$ cat config.mk
export PLATFORM = sky130hd
export DESIGN_NAME = if_fetch_unit
export DESIGN_NICKNAME = d
export VERILOG_FILES = /design/src/rtl/if_fetch_unit.sv
export SDC_FILE = /design/constraint.sdc
export NUM_CORES = 1
export LEC_CHECK = 0
export ABC_AREA = 1
export BUFFER_PORTS_ARGS = -buffer_cell sky130_fd_sc_hd__buf_2
export CELL_PAD_IN_SITES_DETAIL_PLACEMENT = 0
export CELL_PAD_IN_SITES_GLOBAL_PLACEMENT = 2
export CORE_ASPECT_RATIO = 0.6
export CORE_UTILIZATION = 33
export DETAILED_ROUTE_END_ITERATION = 8
export PLACE_DENSITY = 0.95
export SLEW_MARGIN = 20
export SYNTH_ARGS = -nofsm -noshare
export SYNTH_HDL_FRONTEND = slang
export SYNTH_SLANG_ARGS = --single-unit
$ cat constraint.sdc
create_clock -name clk -period 3.62 [get_ports clk]
set_clock_uncertainty 0.1 [all_clocks]
set_input_delay 0.905 -clock clk [delete_from_list [all_inputs] [get_ports clk]]
set_output_delay 0.905 -clock clk [all_outputs]
set_load 0.05 [all_outputs]
$ cat src/rtl/if_fetch_unit.sv
// Instruction-fetch front end: owns the PC, issues req/ack reads to
// instruction memory and presents {pc+step, instruction} to the IF/ID
// register through a 1-entry output buffer backed by a 1-entry skid buffer.
module if_fetch_unit #(
    parameter logic [31:0] PC_RESET = 32'h0,
    parameter logic [31:0] PC_STEP  = 32'd4
) (
    input  logic        clk,
    input  logic        rst,
    input  logic        freeze,
    input  logic        branch_taken,
    input  logic [31:0] branch_addr,
    output logic        imem_req,
    output logic [31:0] imem_addr,
    input  logic        imem_ack,
    input  logic [31:0] imem_rdata,
    output logic [31:0] pc_out,
    output logic [31:0] instruction_out,
    output logic        fetch_valid
);

    // REQ : request outstanding at pc_q
    // KILL: wrong-path request still in flight at kill_addr_q, data dropped
    // SKID: output buffer frozen and skid full, no request issued
    localparam logic [1:0] ST_REQ  = 2'd0;
    localparam logic [1:0] ST_KILL = 2'd1;
    localparam logic [1:0] ST_SKID = 2'd2;

    logic [1:0]  state_q,      state_d;
    logic [31:0] pc_q,         pc_d;
    logic [31:0] kill_addr_q,  kill_addr_d;
    logic        ob_valid_q,   ob_valid_d;
    logic [31:0] ob_pc_q,      ob_pc_d;
    logic [31:0] ob_instr_q,   ob_instr_d;
    logic [31:0] skid_pc_q,    skid_pc_d;
    logic [31:0] skid_instr_q, skid_instr_d;

    logic        consume;
    logic        accept;
    logic [31:0] pc_next;

    assign consume = ob_valid_q && !freeze;
    assign accept  = !ob_valid_q || consume;
    assign pc_next = pc_q + PC_STEP;

    // Next-state logic for the fetch FSM, PC and both buffers.
    always_comb begin
        // NOTE: every target gets a hold value first so no path leaves one unassigned (no latch).
        state_d      = state_q;
        pc_d         = pc_q;
        kill_addr_d  = kill_addr_q;
        ob_valid_d   = ob_valid_q && !consume;
        ob_pc_d      = ob_pc_q;
        ob_instr_d   = ob_instr_q;
        skid_pc_d    = skid_pc_q;
        skid_instr_d = skid_instr_q;

        case (state_q)
            ST_REQ: begin
                if (imem_ack) begin
                    if (branch_taken) begin
                        // Word arriving with the redirect is wrong-path: drop it.
                        pc_d       = branch_addr;
                        ob_valid_d = 1'b0;
                    end else if (accept) begin
                        ob_valid_d = 1'b1;
                        ob_pc_d    = pc_next;
                        ob_instr_d = imem_rdata;
                        pc_d       = pc_next;
                    end else begin
                        skid_pc_d    = pc_next;
                        skid_instr_d = imem_rdata;
                        pc_d         = pc_next;
                        state_d      = ST_SKID;
                    end
                end else if (branch_taken) begin
                    // The in-flight read cannot be aborted; remember its address
                    // so imem_addr stays stable until it completes.
                    kill_addr_d = pc_q;
                    pc_d        = branch_addr;
                    ob_valid_d  = 1'b0;
                    state_d     = ST_KILL;
                end
            end
            ST_KILL: begin
                if (branch_taken) begin
                    pc_d = branch_addr;
                end
                if (imem_ack) begin
                    state_d = ST_REQ;
                end
            end
            ST_SKID: begin
                if (branch_taken) begin
                    pc_d       = branch_addr;
                    ob_valid_d = 1'b0;
                    state_d    = ST_REQ;
                end else if (consume) begin
                    ob_valid_d = 1'b1;
                    ob_pc_d    = skid_pc_q;
                    ob_instr_d = skid_instr_q;
                    state_d    = ST_REQ;
                end
            end
            default: begin
                state_d    = ST_REQ;
                ob_valid_d = 1'b0;
            end
        endcase
    end

    // State registers with synchronous active-high reset.
    always_ff @(posedge clk) begin
        // NOTE: sequential state uses non-blocking assignments so all flops update together.
        if (rst) begin
            state_q      <= ST_REQ;
            pc_q         <= PC_RESET;
            kill_addr_q  <= PC_RESET;
            ob_valid_q   <= 1'b0;
            ob_pc_q      <= 32'h0;
            ob_instr_q   <= 32'h0;
            skid_pc_q    <= 32'h0;
            skid_instr_q <= 32'h0;
        end else begin
            state_q      <= state_d;
            pc_q         <= pc_d;
            kill_addr_q  <= kill_addr_d;
            ob_valid_q   <= ob_valid_d;
            ob_pc_q      <= ob_pc_d;
            ob_instr_q   <= ob_instr_d;
            skid_pc_q    <= skid_pc_d;
            skid_instr_q <= skid_instr_d;
        end
    end

    // Memory request and bubble-gated outputs; all quiet while reset is held.
    always_comb begin
        imem_req        = !rst && (state_q == ST_REQ || state_q == ST_KILL);
        imem_addr       = (state_q == ST_KILL) ? kill_addr_q : pc_q;
        fetch_valid     = !rst && ob_valid_q;
        pc_out          = fetch_valid ? ob_pc_q    : 32'h0;
        instruction_out = fetch_valid ? ob_instr_q : 32'h0;
    end

endmodule

==> metrics <==
dpl cells=around 2.0k; Min-Delay Path Class=flop to flop; clk_lat worst skew=0.45 ns; Top-Level Pins=167; die width=between 200 and 250 um; power per cell area=between 500 and 600 nW/um^2; Slew headroom=48.4%; Vias per Instance=roughly 4.9; row count=between 40 and 50; fin. max-slew vios=0; Total GRT Usage=a little over a fifth; CP Launch Type=flop; mean routed wirelength per cell=about 16 um; Die H=~140 um; CP Class=flop to output pin; crit share post-route=between 80% and 90%; area leader, netlist=dfxtp_1; first-pass detailed-route iteration total=5; initial antenna violation count=1; Layout area overhead=17.5%; clk buf depth=2; main area contributors after synthesis=dfxtp_1, nand2_1, nor2_1, o21ai_0, inv_1; Total Power=0.00598 W; H-tree depth=4; vias in the first global route=roughly 8.8k; initial core utilization=33.8%; Seq cells post-synth=just under 200; CTS tree=done; Buffers on Ports=approximately 170; layout cell share with drive strength beyond 1=15.4%; Root Driver=clkbuf_16; worst endpoint required time=2.61 ns; post-layout util=between 30% and 40%; setup_tns=0 ns; grt total ovfl=0; CP Data Arrival Time=roughly 2.2 ns; Post-Synthesis Cell Area=9820 sq um; Core Region=~29,000 sq um; post_cts resized=0; Distinct cells, synth=39; fillers=3,195; largest net degree at the start of global routing=approximately 120; total routed wirelength=between 30,000 and 40,000 um; Residual DRC=0; Vias=approximately 10k; Hold Startpoint=kill_addr_q[3]; YS warnings=0; element type at the critical path end=output pin; first-pass GRT wire length=roughly 50,000 um; Setup crit start=state_q[1]; critical path fanouts, max=28; register area share after synthesis=around 40%; clock sinks=between 150 and 200; post-DP HPWL=approximately 22,000 um; postcts setup bufs=0; clk slew on worst S/H paths=about 0.070 ns; reg2reg start=pc_q[3]; worst slew pin tran=just under 0.8 ns; CTS Buf Count=17; Tmin final=around 3.2 ns; RSZ-0062 raised after global routing=no; Final Hold Viols=0; synthesized area per cell=between 6 and 7 sq um; syn nets=1,579; Worst VDD drop=about 0.00034 V; Layout Cells excl Fill=a little over 2k; leakage power=5.05 nW; Max Clock Freq=~310 MHz; cts hold-fix bufs=0; Max-Cap Viols=0; routability congestion estimate from global placement=about 0.9; Yosys top cell area share=about two fifths; status=completed; # setup viols final=0; Final ANT Viol Nets=0; Iter 0 DRT Violations=roughly 860; die footprint=a little over 30,000 sq um; Final Net Count=1,690; Post-Synthesis Cells=about 1.5k
-- layout by cell type, fill, tap and decap left out, types with 3 or more instances in the layout --
cell        netlist  final
inv_2             4      5
nor2_2            5      5
xor2_1            7      7
clkbuf_16         0     17
inv_1           167    166
o21ai_1          27     27
buf_2            20    166
clkinvlp_4        0      4
nor2_4            4      4
o31ai_1           3      3
ha_1              5      3
o22ai_1           5      5
buf_12            0      3
buf_4             7     18
a21oi_1         113    113
nand2_1         344    343
o211ai_1          6      6
a211oi_1          7      7
dfxtp_1         195    195
nand2_2           5      6
clkinv_4          1      4
bufinv_16         0      4
o21ai_0         169    169
nand3_1          56     56
nor2_1          228    228
and2_1            3      3
a31oi_1          39     39
-- power by group --
group | switching [W] | internal [W]
sequential | 0.000160 | 0.00234
clock | 0.000885 | 0.00119
combinational | 0.00102 | 0.000374
total | 0.00207 | 0.00391
-- path summary, 6_finish.rpt --
kind                                  endpoint  slack (ns)  depth (start not counted)
worst max-delay path              imem_addr[6]        0.38                          6
worst max register to register     ob_pc_q[16]        1.19                          7
worst min register to register  kill_addr_q[3]        0.36                          2
worst min-delay path            kill_addr_q[3]        0.36                          2
-- worst max-delay path: stages, from the launching register on --
cell     delay [ns]
dfxtp_1        0.34
inv_1          0.08
ha_2           0.52
buf_4          0.34
nand2_1        0.07
o21ai_0        0.11
buf_2          0.31
-- cell usage after synthesis (all sizes together) --
cell type	number
dfxtp	195
ha	5
o22ai	5
a31oi	39
o31ai	3
and2	3
a221oi	3
buf	44
o221ai	2
nor2	239
or2	1
xor2	8
inv	172
nand2	350
o21bai	1
clkinv	1
a22oi	1
o21ai	196
a211oi	8
xnor2	2
nand3	56
o211ai	6
a21oi	114
clkbuf	51
-- state kept, by name, summed over array words and instances (netlist names) --
name and cells:
kill_addr_q 32, ob_instr_q 32, ob_pc_q 32, ob_valid_q 1, pc_q 32, skid_instr_q 32, skid_pc_q 32, state_q 2
-- per-stage QoR --
stage | setup WS, ns | hold slack, ns | instance area, sq um
floorplan | 0.382 | 0.325 | 9820
global placement | 0.676 | 0.337 | 10900
detailed placement | 0.659 | 0.347 | 10900
CTS | 0.352 | 0.357 | 11500
global route | 0.205 | 0.381 | 11500
finish | 0.381 | 0.356 | 11500
-- routing by layer --
metal | part of all wire (%) | wire length, um | vias up | track usage (%)
met4 | 1.0 | 331 | 0 | 5.18
li1 | - | - | 5031 | -
met5 | 0 | 0 | - | 0
met2 | 40 | 12900 | 265 | 29.4
met3 | 6.2 | 2010 | 19 | 4.25
met1 | 53 | 17000 | 4642 | 33.1
-- cell type report --
class                           instances  area, sq um  area share [%]
Tap cell                              400          500            4.34
Clock inverter                         12          181            1.57
Sequential cell                       195         3900            33.8
Timing Repair Buffer                  187         1030            8.89
Inverter                              173          657            5.69
Antenna cell                            1         2.50          0.0217
Multi-Input combinational cell       1042         4810            41.7
Clock buffer                           19          453            3.93
-- cell families (layout without fill, tap and decap cells) --
logic type,Yosys count,count (layout),share of synthesized area (%)
AOI/OAI and AO/OA,378,378,20.7
xor gates and xnor gates,10,10,0.969
adders and majority gates,5,5,0.637
buffers and inverters,268,391,11.3
DFF,195,195,39.8
other,0,1,0
and+or+nand+nor,649,649,26.6
No activity file was read; power rests on OpenSTA's default activity.
